## src/rtl/vga_timing_gen_if.sv

```systemverilog
// ---------------------------------------------------------------------------
// vga_timing_gen_if
//   Bundles the VGA timing outputs that go to the DAC and the pixel pipeline.
//
//   pixel_clk   : 25 MHz pixel clock for the DAC (Clk/2)
//   pixel_en    : one-Clk enable, high in the cycle before the counters advance
//   hs, vs      : horizontal / vertical sync, active-low
//   blank_n     : 1 inside the visible region
//   DrawX/DrawY : current horizontal / vertical counter values
//   frame_start : one-Clk pulse when the counters have wrapped to (0,0)
//
//   master : the timing generator (drives everything)
//   slave  : background / sprite / colour-mapper / DAC consumers
// ---------------------------------------------------------------------------
`timescale 1ns/1ps
interface vga_timing_gen_if;
  logic       pixel_clk;
  logic       pixel_en;
  logic       hs;
  logic       vs;
  logic       blank_n;
  logic [9:0] DrawX;
  logic [9:0] DrawY;
  logic       frame_start;

  modport master (
    output pixel_clk, pixel_en, hs, vs, blank_n, DrawX, DrawY, frame_start
  );

  modport slave (
    input pixel_clk, pixel_en, hs, vs, blank_n, DrawX, DrawY, frame_start
  );
endinterface

```

## src/rtl/vga_timing_gen.sv

```systemverilog
// ---------------------------------------------------------------------------
// vga_timing_gen
//   640x480@60 Hz VGA timing generator running from the 50 MHz system clock.
//   A toggle flop divides Clk by two; on every second Clk the pixel counters
//   advance. Sync, blank and frame_start are registered from the *next*
//   counter values so they line up with DrawX/DrawY in the same cycle.
//
//   Ports
//     Clk   : 50 MHz system clock
//     Reset : asynchronous, active-high reset
//     vga   : vga_timing_gen_if.master (pixel_clk, pixel_en, hs, vs,
//             blank_n, DrawX, DrawY, frame_start)
// ---------------------------------------------------------------------------
`timescale 1ns/1ps
module vga_timing_gen #(
  parameter int H_VISIBLE = 640,
  parameter int H_FRONT   = 16,
  parameter int H_SYNC    = 96,
  parameter int H_BACK    = 48,
  parameter int V_VISIBLE = 480,
  parameter int V_FRONT   = 10,
  parameter int V_SYNC    = 2,
  parameter int V_BACK    = 33
) (
  input  logic              Clk,
  input  logic              Reset,
  vga_timing_gen_if.master  vga
);

  localparam int H_TOTAL = H_VISIBLE + H_FRONT + H_SYNC + H_BACK;
  localparam int V_TOTAL = V_VISIBLE + V_FRONT + V_SYNC + V_BACK;

  localparam logic [9:0] H_LAST     = 10'(H_TOTAL - 1);
  localparam logic [9:0] V_LAST     = 10'(V_TOTAL - 1);
  localparam logic [9:0] H_VIS_END  = 10'(H_VISIBLE);
  localparam logic [9:0] V_VIS_END  = 10'(V_VISIBLE);
  localparam logic [9:0] HS_START   = 10'(H_VISIBLE + H_FRONT);
  localparam logic [9:0] HS_END     = 10'(H_VISIBLE + H_FRONT + H_SYNC);
  localparam logic [9:0] VS_START   = 10'(V_VISIBLE + V_FRONT);
  localparam logic [9:0] VS_END     = 10'(V_VISIBLE + V_FRONT + V_SYNC);

  logic       t_q;
  logic [9:0] x_q, x_d;
  logic [9:0] y_q, y_d;
  logic       hs_q, hs_d;
  logic       vs_q, vs_d;
  logic       blank_n_q, blank_n_d;
  logic       frame_start_q;
  logic       frame_wrap_d;

  // Next counter position and the sync/blank levels that belong to it.
  always_comb begin
    x_d          = x_q;
    y_d          = y_q;
    frame_wrap_d = 1'b0;
    if (x_q == H_LAST) begin
      x_d = '0;
      if (y_q == V_LAST) begin
        y_d          = '0;
        frame_wrap_d = 1'b1;
      end else begin
        y_d = y_q + 10'd1;
      end
    end else begin
      x_d = x_q + 10'd1;
    end

    hs_d      = !((x_d >= HS_START) && (x_d < HS_END));
    vs_d      = !((y_d >= VS_START) && (y_d < VS_END));
    blank_n_d = (x_d < H_VIS_END) && (y_d < V_VIS_END);
  end

  // t_q doubles as pixel_clk and pixel_en: the counters advance on the edge
  // that ends a cycle in which t_q is high. frame_start is cleared on the
  // following (non-advancing) edge, so it is exactly one Clk wide.
  always_ff @(posedge Clk or posedge Reset) begin
    if (Reset) begin
      t_q           <= 1'b0;
      x_q           <= '0;
      y_q           <= '0;
      hs_q          <= 1'b1;
      vs_q          <= 1'b1;
      blank_n_q     <= 1'b0;
      frame_start_q <= 1'b0;
    end else begin
      t_q           <= ~t_q;
      frame_start_q <= 1'b0;
      if (t_q) begin
        x_q           <= x_d;
        y_q           <= y_d;
        hs_q          <= hs_d;
        vs_q          <= vs_d;
        blank_n_q     <= blank_n_d;
        frame_start_q <= frame_wrap_d;
      end
    end
  end

  assign vga.pixel_clk   = t_q;
  assign vga.pixel_en    = t_q;
  assign vga.DrawX       = x_q;
  assign vga.DrawY       = y_q;
  assign vga.hs          = hs_q;
  assign vga.vs          = vs_q;
  assign vga.blank_n     = blank_n_q;
  assign vga.frame_start = frame_start_q;

endmodule

```

## src/flat_wrapper.sv

```systemverilog
// flat-port wrapper written by rule: the top's interface ports become plain ports
module vga_timing_gen_flat 
#(
  parameter int H_VISIBLE = 640,
  parameter int H_FRONT   = 16,
  parameter int H_SYNC    = 96,
  parameter int H_BACK    = 48,
  parameter int V_VISIBLE = 480,
  parameter int V_FRONT   = 10,
  parameter int V_SYNC    = 2,
  parameter int V_BACK    = 33
)
  (Clk, Reset, vga_pixel_clk, vga_pixel_en, vga_hs, vga_vs, vga_blank_n, vga_DrawX, vga_DrawY, vga_frame_start);
  vga_timing_gen_if vga_i ();
  input  logic Clk;
  input  logic Reset;
  output wire logic [$bits(vga_i.pixel_clk)-1:0] vga_pixel_clk;
  output wire logic [$bits(vga_i.pixel_en)-1:0] vga_pixel_en;
  output wire logic [$bits(vga_i.hs)-1:0] vga_hs;
  output wire logic [$bits(vga_i.vs)-1:0] vga_vs;
  output wire logic [$bits(vga_i.blank_n)-1:0] vga_blank_n;
  output wire logic [$bits(vga_i.DrawX)-1:0] vga_DrawX;
  output wire logic [$bits(vga_i.DrawY)-1:0] vga_DrawY;
  output wire logic [$bits(vga_i.frame_start)-1:0] vga_frame_start;
  assign vga_pixel_clk = vga_i.pixel_clk;
  assign vga_pixel_en = vga_i.pixel_en;
  assign vga_hs = vga_i.hs;
  assign vga_vs = vga_i.vs;
  assign vga_blank_n = vga_i.blank_n;
  assign vga_DrawX = vga_i.DrawX;
  assign vga_DrawY = vga_i.DrawY;
  assign vga_frame_start = vga_i.frame_start;
  vga_timing_gen #(.H_VISIBLE(H_VISIBLE), .H_FRONT(H_FRONT), .H_SYNC(H_SYNC), .H_BACK(H_BACK), .V_VISIBLE(V_VISIBLE), .V_FRONT(V_FRONT), .V_SYNC(V_SYNC), .V_BACK(V_BACK)) u_core (.Clk(Clk), .Reset(Reset), .vga(vga_i));
endmodule
```

## config.mk

```make
export PLATFORM = sky130hd
export DESIGN_NAME = vga_timing_gen_flat
export DESIGN_NICKNAME = d
export VERILOG_FILES = /design/src/rtl/vga_timing_gen_if.sv /design/src/rtl/vga_timing_gen.sv /design/src/flat_wrapper.sv
export SDC_FILE = /design/constraint.sdc
export NUM_CORES = 1
export LEC_CHECK = 0
export CAP_MARGIN = 20
export CORE_ASPECT_RATIO = 0.7
export CORE_MARGIN = 2
export CORE_UTILIZATION = 52
export DETAILED_ROUTE_END_ITERATION = 10
export PLACE_DENSITY = 0.79
export SLEW_MARGIN = 20
export SYNTH_ARGS = -nofsm -noshare
export SYNTH_HDL_FRONTEND = slang
export SYNTH_SLANG_ARGS = --single-unit
```

## constraint.sdc

```tcl
create_clock -name Clk -period 2.6 [get_ports Clk]
set_clock_uncertainty 0.15 [all_clocks]
set_input_delay 0.78 -clock Clk [delete_from_list [all_inputs] [get_ports Clk]]
set_output_delay 0.78 -clock Clk [all_outputs]
set_load 0.005 [all_outputs]
```

[After elaboration in Yosys (flattened, before gate mapping)]
Cells that the tools add are included.
W data, S select, Z words.
Word-level totals
  register bits: 25
  word-level logic and storage cells: 29
  output and inout bits: 26
  input port bits: 2
Operators by class
  mux-type cells: 6
  bitwise gates (word level): 1
  reduce and logical (&&, ||, !) cells: 5
  magnitude comparators: 6
  equality and inequality tests: 2
  $add $sub $neg: 2
Operators by type and width (count)
  $mux W10: 3
  $add A10 B1 Y10 const B: 2
  $eq A10 B10 Y1 const B: 2
  $lt A10 B10 Y1 const B: 2
  $lt A10 B9 Y1 const B: 2
  $ge A10 B10 Y1 const B: 1
  $ge A10 B9 Y1 const B: 1
  $logic_and A1 B1 Y1: 3
  $mux W1: 3
  $logic_not A1 Y1: 2
  $not A1 Y1: 1

[Depth between registers and ports, before layout]
Gate-level depths: netlist of the first run.
  depth in word-level cells: 6
  mapped depth: 8
  gate-level depth less buffers: 8

[Least setup slack after synthesis of the first run]
No wires, ideal clock.
  path kind: register -> register
  start: reg u_core.x_q[7] (netlist: u_core.vga.DrawX[7])
  end: reg u_core.blank_n_q (netlist: u_core.vga.blank_n)
  stages on the path, launching flop included: 8
  library setup time: 122 ps
  path slack: 398 ps
  arrival: 1930 ps
  path buffers: 1
  clock period less this slack: 2202 ps
  required time: 2328 ps
  cells stage by stage: dfrtp_1 buf_2 or4b_4 nor3_4 nand4_1 xnor2_1 nand3_1 a32o_1
Between the ends
  word-level cells in the longest chain between the ends: 4
RTL lines
  from (decl): line vga_timing_gen.sv:43  | logic [9:0] x_q, x_d;
  from (signal assigned): line vga_timing_gen.sv:79  | x_q <= '0;
  from (signal assigned): line vga_timing_gen.sv:89  | x_q <= x_d;
  $add A10 B1 Y10 or $eq A10 B10 Y1 (tied branches): line vga_timing_gen.sv:65, vga_timing_gen.sv:56
  $mux W10: line vga_timing_gen.sv:56  | if (x_q == H_LAST) begin
  $lt A10 B10 Y1 or $lt A10 B9 Y1 (tied branches): line vga_timing_gen.sv:70  | blank_n_d = (x_d < H_VIS_END) && (y_d < V_VIS_END);
  $logic_and A1 B1 Y1 (*): line vga_timing_gen.sv:70
  to (signal assigned): line vga_timing_gen.sv:93  | blank_n_q <= blank_n_d;
  to (decl): line vga_timing_gen.sv:47  | logic blank_n_q, blank_n_d;
Every way passes the cells marked *; elsewhere a longest branch is shown, timed or not.
A chain may end at the register's enable or synchronous reset.

[Worst setup path after layout of the first run]
  start: reg u_core.x_q[6] (netlist: u_core.vga.DrawX[6])
  end: reg u_core.vs_q (netlist: u_core.vga.vs)
Between the ends
  word-level cells in the longest chain between the ends: 5
RTL lines
  $eq A10 B10 Y1 (*): line vga_timing_gen.sv:56
  $mux W10 (*): line vga_timing_gen.sv:56
  $ge A10 B9 Y1 or $lt A10 B9 Y1 (tied branches): line vga_timing_gen.sv:69  | vs_d = !((y_d >= VS_START) && (y_d < VS_END));
  $logic_and A1 B1 Y1 (*): line vga_timing_gen.sv:69
  $logic_not A1 Y1 (*): line vga_timing_gen.sv:69
  to (signal assigned): line vga_timing_gen.sv:92  | vs_q <= vs_d;
  to (decl): line vga_timing_gen.sv:46  | logic vs_q, vs_d;
Marked as above.

==> out/metrics.cfg, run 1 <==
[detailed_routing]
drc = 0
post_drt_wl_per_cell_um = 15.7
drtAntennaViolNets = 0
vias_per_cell = 6.16
drt-initial-drc-count = 118
vias = 1516
wl_um = 3870
drtPass1Iterations = 5

[placed_design]
portBuffers = 27
dpl.hpwl_um = 2830
place_congestion = 0.896
dpl_cell_area_mm2 = 0.00190
place_inst = 241

[synthesis]
synth_cells = 179
yosysTopAreaCell = dfrtp_1
yosysWarningCount = 0
synth_area_leaders = dfrtp_1 37%, o21ai_0 5.1%, nand2_1 5.0%
ys_async_sr_fraction = 1.00
synth_most_common_cell = dfrtp_1
synth_nets = 185
synthDistinctLibCells = 48
netlist_area_mm2 = 0.00157
ys_seq_elements = 25
post-synth-top-area-fraction = 0.367
synth_common_cells = 23 x dfrtp_1, 21 x nand2_1, 16 x o21ai_0
synth_edf_count = 0
synthFlopType = dfrtp_1
syn_avg_cell_area_um2 = 8.75
ys_seq_area_frac = 0.401

[grt]
grt_start_max_net_pins = 26
grt_pass1_wl_um = 6600
grt_antenna_before_repair = 0
grt_pass1_vias = 1368
grt_util_all_layers = 0.238
grt-ovfl-total = 0

[critical_path]
ff2ff_path_depth = 7
crit_path_start_kind = flop
crit_fanout = 9
worst-setup-path-type = reg -> reg
cp.required_ns = 2.64
cp.arrival_ns = 2.45
crit_path_end_kind = flop

[die]
ios = 28
core_mm2 = 0.00282
rows = 16
initial_utilization = 0.555
die_area_mm2 = 0.00347
die_h_um = 49.9
die_w_um = 69.6

[sta]
finalHoldViolCount = 0
report.final.slew_viol_count = 0
finalCritPeriodShare = 0.927
max_freq_mhz = 415
max_slew_margin = 0.665
worst_pin_slew_ns = 0.498
hold_ws_ns = 0.340
finalCriticalPeriod_ns = 2.41
setup-tns-final_ns = 0
setup_viol = 0
rsz0062_at_grt = no

[cts]
cts_num_sinks = 25
clk_path_buf_depth = 2
insertion_delay_ns = 0.27
cts_made_buffers = 3
htreeDepth = 1
tritoncts = built
cts.repair.resized = 0
clk_pin_slew_ns = 0.09
root_buffer = clkbuf_8

[pwr]
p_per_area_mw_per_mm2 = 324
ir_worst_vdd_uv = 283
leakagePower_nw = 0.791

[final_layout]
layout.nets = 217
syn_to_final_growth_pct = 24.6
utilization = 0.691
nFillCells = 239
fin_area_mm2 = 0.00195
drive_gt1_frac = 0.110
n_antenna_cell = 0
fin_cells = 246

[outcome]
outcome = finished, final reports clean

[worst_hold_path]
hold_depth = 2
hold_class = reg -> reg

[run]
cap_violations = 0

power by group:
part / total [mW] / internal [mW] / switching [mW]
Sequential: 0.389 / 0.389 / 0
Clock: 0.233 / 0.110 / 0.123
Combinational: 0.0103 / 0.00241 / 0.00788
layer usage:
metal	wire, um	GRT usage	up-vias
met4	42	0.0359	0
met1	1740	0.342	716
li1	-	-	714
met3	341	0.0634	10
met5	0	0	-
met2	1740	0.367	76
timing repair:
item                       4_1_cts  5_1_grt
buffers inserted                 0        1
hold buffers                     0        0
setup endpoints to repair        0        6
per-stage QoR:
step	power [mW]	setup WS [ns]
after floorplan	0.402	0.398
after global routing	0.660	0.0561
after CTS	0.639	0.0686
final	0.632	0.190
after global placement	0.407	0.257
after detailed placement	0.407	0.0940
placed cells by master, fill, tap and decap left out, types with 2 or more instances in the layout:
master and n:
inv_1 7, mux2_2 2, nand4_1 4, dfstp_2 2, a31oi_1 2, dfrtp_1 23, or3_1 3, o22ai_1 2
nor3_1 4, nor2_1 14, a21oi_1 6, clkdlybuf4s50_1 27, buf_4 9, a21o_1 2, a41oi_1 2, nand2b_1 3
ha_1 4, nor3b_1 2, o21ai_0 16, nand3_1 9, and3_1 4, xor2_1 4, nor4_1 3, o21a_1 2
clkbuf_8 3, nand2_1 21, a211oi_1 3, xnor2_1 7
worst max-delay path: stages, from the launching register on:
cell	delay (ns)
dfrtp_1	0.48
or4b_4	0.59
nor3_4	0.23
buf_4	0.19
nand4_1	0.11
xnor2_1	0.15
and3_1	0.18
a41oi_1	0.25
state kept, by name (all words and copies together), names as in the netlist:
signal                  count
u_core.vga.DrawY           10
u_core.vga.frame_start      1
u_core.vga.pixel_clk        1
u_core.vga.DrawX           10
u_core.vga.blank_n          1
u_core.vga.hs               1
u_core.vga.vs               1
path summary, 6_finish.rpt:
kind | startpoint | endpoint | slack (ns)
max | u_core.vga.DrawX[6]$_DFFE_PP0P_ | u_core.vga.vs$_DFFE_PP1P_ | 0.19
min in group asynchronous | Reset | u_core.vga.DrawY[1]$_DFFE_PP0P_ | 0.70
max in group asynchronous | Reset | u_core.vga.vs$_DFFE_PP1P_ | 1.30
min reg2reg | u_core.vga.hs$_DFFE_PP1P_ | u_core.vga.hs$_DFFE_PP1P_ | 0.34
max reg2reg | u_core.vga.DrawX[6]$_DFFE_PP0P_ | u_core.vga.vs$_DFFE_PP1P_ | 0.19
min | u_core.vga.hs$_DFFE_PP1P_ | u_core.vga.hs$_DFFE_PP1P_ | 0.34
cell type report:
| type | instances | area [um^2] | share of cell area |
|---|---|---|---|
| well taps | 36 | 45.0 | 0.0231 |
| flip-flops and latches | 25 | 628 | 0.322 |
| inverters | 7 | 26.3 | 0.0135 |
| multi-input cells | 138 | 870 | 0.446 |
| repair buffers | 36 | 338 | 0.173 |
| clock buffers | 4 | 45.0 | 0.0231 |
cell families (layout without fill, tap and decap cells):
group	count (synthesis)	in the layout	share of synthesized area
adder cells (fa/ha/maj)	4	4	0.0320
AO/OA/AOI/OAI	43	43	0.175
XOR/XNOR	11	11	0.0615
multiplexers	2	2	0.0144
buffers and inverters	16	47	0.0439
flip-flops	25	25	0.401
AND/OR/NAND/NOR	78	78	0.272
Power figures use the tool's default switching activity.
==> run 2: changes to the inputs <==
--- a/config.mk
+++ b/config.mk
@@ -10,6 +10,7 @@
 export CORE_MARGIN = 2
 export CORE_UTILIZATION = 52
 export DETAILED_ROUTE_END_ITERATION = 10
+export GPL_TIMING_DRIVEN = 1
 export PLACE_DENSITY = 0.79
 export SLEW_MARGIN = 20
 export SYNTH_ARGS = -nofsm -noshare
==> results of run 2 <==
Same layout as run 1: the final DEF is identical, and so are final timing and power.
==> run 3: changes to the inputs <==
--- a/config.mk
+++ b/config.mk
@@ -6,12 +6,14 @@
 export NUM_CORES = 1
 export LEC_CHECK = 0
 export CAP_MARGIN = 20
+export CELL_PAD_IN_SITES_DETAIL_PLACEMENT = 0
+export CELL_PAD_IN_SITES_GLOBAL_PLACEMENT = 2
 export CORE_ASPECT_RATIO = 0.7
 export CORE_MARGIN = 2
-export CORE_UTILIZATION = 52
+export CORE_UTILIZATION = 31
 export DETAILED_ROUTE_END_ITERATION = 10
 export GPL_TIMING_DRIVEN = 1
-export PLACE_DENSITY = 0.79
+export PLACE_DENSITY_LB_ADDON = 0.1
 export SLEW_MARGIN = 20
 export SYNTH_ARGS = -nofsm -noshare
 export SYNTH_HDL_FRONTEND = slang
==> out/metrics.cfg, run 3 (synthesis gave the netlist of run 1 again) <==
[grt]
grt_start_max_net_pins = 26  ; unchanged
grt_pass1_vias = 1324  ; was 1368
grt_util_all_layers = 0.157  ; was 0.238
grt_antenna_before_repair = 0  ; unchanged
grt_pass1_wl_um = 6890  ; was 6600 um
grt-ovfl-total = 0  ; unchanged

[pwr]
p_comb_frac = 0.017  ; was 0.016
ir_worst_vdd_uv = 169  ; was 283 uV
switchingPower_uw = 135  ; was 131 uW
power_frac_seq = 0.611  ; was 0.615
leakagePower_nw = 0.824  ; was 0.791 nW
p_per_area_mw_per_mm2 = 310  ; was 324 mW/mm^2
swShare = 0.213  ; was 0.208
clockPowerShare = 0.373  ; was 0.369
intPower_uw = 501  ; about the same

[sta]
finalHoldViolCount = 0  ; unchanged
finalCritPeriodShare = 0.907  ; was 0.927
max_freq_mhz = 424  ; was 415 MHz
hold_ws_ns = 0.348  ; was 0.340 ns
finalCriticalPeriod_ns = 2.36  ; was 2.41 ns
rsz0062_at_grt = no  ; unchanged
report.final.slew_viol_count = 0  ; unchanged
worst_pin_slew_ns = 0.490  ; was 0.498 ns
setup-tns-final_ns = 0  ; unchanged
max_slew_margin = 0.671  ; was 0.665
setup_viol = 0  ; unchanged

[worst_hold_path]
hold_class = reg -> reg  ; unchanged
hold_depth = 2  ; unchanged
min-delay-start = u_core.vga.hs$_DFFE_PP1P_  ; unchanged
min_to = u_core.vga.hs$_DFFE_PP1P_  ; unchanged

[critical_path]
r2r_end = u_core.vga.blank_n$_DFFE_PP0P_  ; was u_core.vga.vs$_DFFE_PP1P_
path_cells = clkdlybuf4s50_1  ; was or4b_4 -> nor3_4 -> buf_4 -> nand4_1 -> xnor2_1 -> and3_1 -> a41oi_1
r2r_start = u_core.vga.DrawX[5]$_DFFE_PP0P_  ; was u_core.vga.DrawX[6]$_DFFE_PP0P_
cp.required_ns = 1.67  ; was 2.64 ns
ff2ff_path_depth = 7  ; unchanged
crit_path_start_kind = flop  ; unchanged
path_buf_inv = 1  ; unchanged
crit_fanout = 11  ; was 9
crit_path_end_kind = primary output  ; was flop
r2r_slack_ns = 0.33  ; was 0.19 ns
worst-setup-path-type = reg -> out  ; was reg -> reg
crit_family = flip-flops  ; was simple AND/OR/NAND/NOR gates
slowest_delay_ns = 0.58  ; was 0.59 ns
cp.arrival_ns = 1.43  ; was 2.45 ns
slowest_stage = dfrtp_1  ; was or4b_4

[placed_design]
place_congestion = 0.820  ; was 0.896
portBuffers = 27  ; unchanged
dpl.hpwl_um = 3030  ; was 2830 um

[cts]
clk_path_buf_depth = 2  ; unchanged
tritoncts = built  ; unchanged
cts.repair.resized = 0  ; unchanged
insertion_delay_ns = 0.27  ; about the same
htreeDepth = 1  ; unchanged
clk_pin_slew_ns = 0.09  ; about the same
ctsHoldBuffers = 0  ; unchanged
root_buffer = clkbuf_8  ; unchanged
cts_made_buffers = 3  ; unchanged
cts_num_sinks = 25  ; unchanged

[detailed_routing]
vias = 1437  ; was 1516
drt-initial-drc-count = 58  ; was 118
drtPass1Iterations = 5  ; unchanged
met1_length_um = 2310  ; was 1740 um
met3_length_um = 209  ; was 341 um
post_drt_wl_per_cell_um = 14.4  ; was 15.7 um
drtAntennaViolNets = 0  ; unchanged
wl_um = 4100  ; was 3870 um
wl_met2_um = 1560  ; was 1740 um
vias_per_cell = 5.04  ; was 6.16
highest_layer = met4  ; unchanged
drc = 0  ; unchanged

[run]
cap_violations = 0  ; unchanged

[final_layout]
drive_gt1_frac = 0.134  ; was 0.110
nFillCells = 513  ; was 239
layout.nets = 223  ; was 217
final_cell_mix = 27 x clkdlybuf4s50_1, 23 x dfrtp_1, 21 x nand2_1, 16 x o21ai_0  ; was 27 x clkdlybuf4s50_1, 23 x dfrtp_1, 21 x nand2_1, 16 x o21ai_0, 14 x nor2_1
syn_to_final_growth_pct = 30.9  ; was 24.6%
mostFrequentLayoutCell = clkdlybuf4s50_1  ; unchanged
utilization = 0.424  ; was 0.691
seq_area_um2 = 628  ; unchanged
multiInputGateArea_um2 = 870  ; unchanged
n_antenna_cell = 0  ; unchanged

[die]
core_mm2 = 0.00483  ; was 0.00282 mm^2
die_area_mm2 = 0.00565  ; was 0.00347 mm^2
ios = 28  ; unchanged
initial_utilization = 0.324  ; was 0.555
rows = 21  ; was 16
die_w_um = 89.0  ; was 69.6 um
die_h_um = 63.5  ; was 49.9 um

[outcome]
outcome = finished, final reports clean  ; unchanged

==> run 3: cell count changes in the layout (fill, tap and decap cells not counted), sizes merged <==
cell	change
buf	+6
==> run 3: how the worst max path moves through the flow <==
stage / endpoint / startpoint / cells after the start
4_1_cts: u_core.vga.hs$_DFFE_PP1P_ / u_core.vga.DrawX[0]$_DFFE_PP0P_ / 8
5_1_grt: u_core.vga.vs$_DFFE_PP1P_ / u_core.vga.DrawY[2]$_DFFE_PP0P_ / 6
3_5_place_dp: u_core.vga.hs$_DFFE_PP1P_ / u_core.vga.DrawX[0]$_DFFE_PP0P_ / 8
3_3_place_gp: u_core.vga.blank_n$_DFFE_PP0P_ / u_core.vga.DrawX[0]$_DFFE_PP0P_ / 7
2_1_floorplan: u_core.vga.blank_n$_DFFE_PP0P_ / u_core.vga.DrawX[7]$_DFFE_PP0P_ / 7
6_report: vga_pixel_clk / u_core.vga.pixel_clk$_DFF_PP0_ / 1
==> run 3: power groups by stage <==
stage	logic (mW)	registers (mW)	clock network, mW
floorplan	0.00575	0.396	0
global placement	0.0112	0.396	0
detailed placement	0.0116	0.396	0
CTS	0.0117	0.389	0.251
global route	0.0127	0.389	0.273
finish	0.0105	0.389	0.237
==> run 3: final cells by class <==
cell class	count	share of cell area
clock buffer	4	0.0220
inverter	7	0.0128
multi-input combinational	138	0.424
timing repair buffer	42	0.193
sequential	25	0.306
tap	69	0.0421
==> run 3: per-stage QoR <==
step                      area, um^2  instances  setup WS, ns  total power [mW]
after CTS                       2020        283         0.192             0.651
after global routing            2050        285         0.169             0.675
after floorplan                 1570        179         0.398             0.402
after detailed placement        1980        279         0.222             0.408
after global placement          1980        279         0.335             0.407
final                           2050        285         0.241             0.636
==> run 3: what timing repair did <==
action                     CTS  global route
hold endpoints to repair     0             0
setup endpoints to repair    0             1
buffers inserted             0             2
==> run 3: per-layer routing <==
metal  global-route usage  vias up
met5                    0        -
met2                0.199       35
li1                     -      717
met3               0.0380        2
met1                0.264      683
met4               0.0280        0
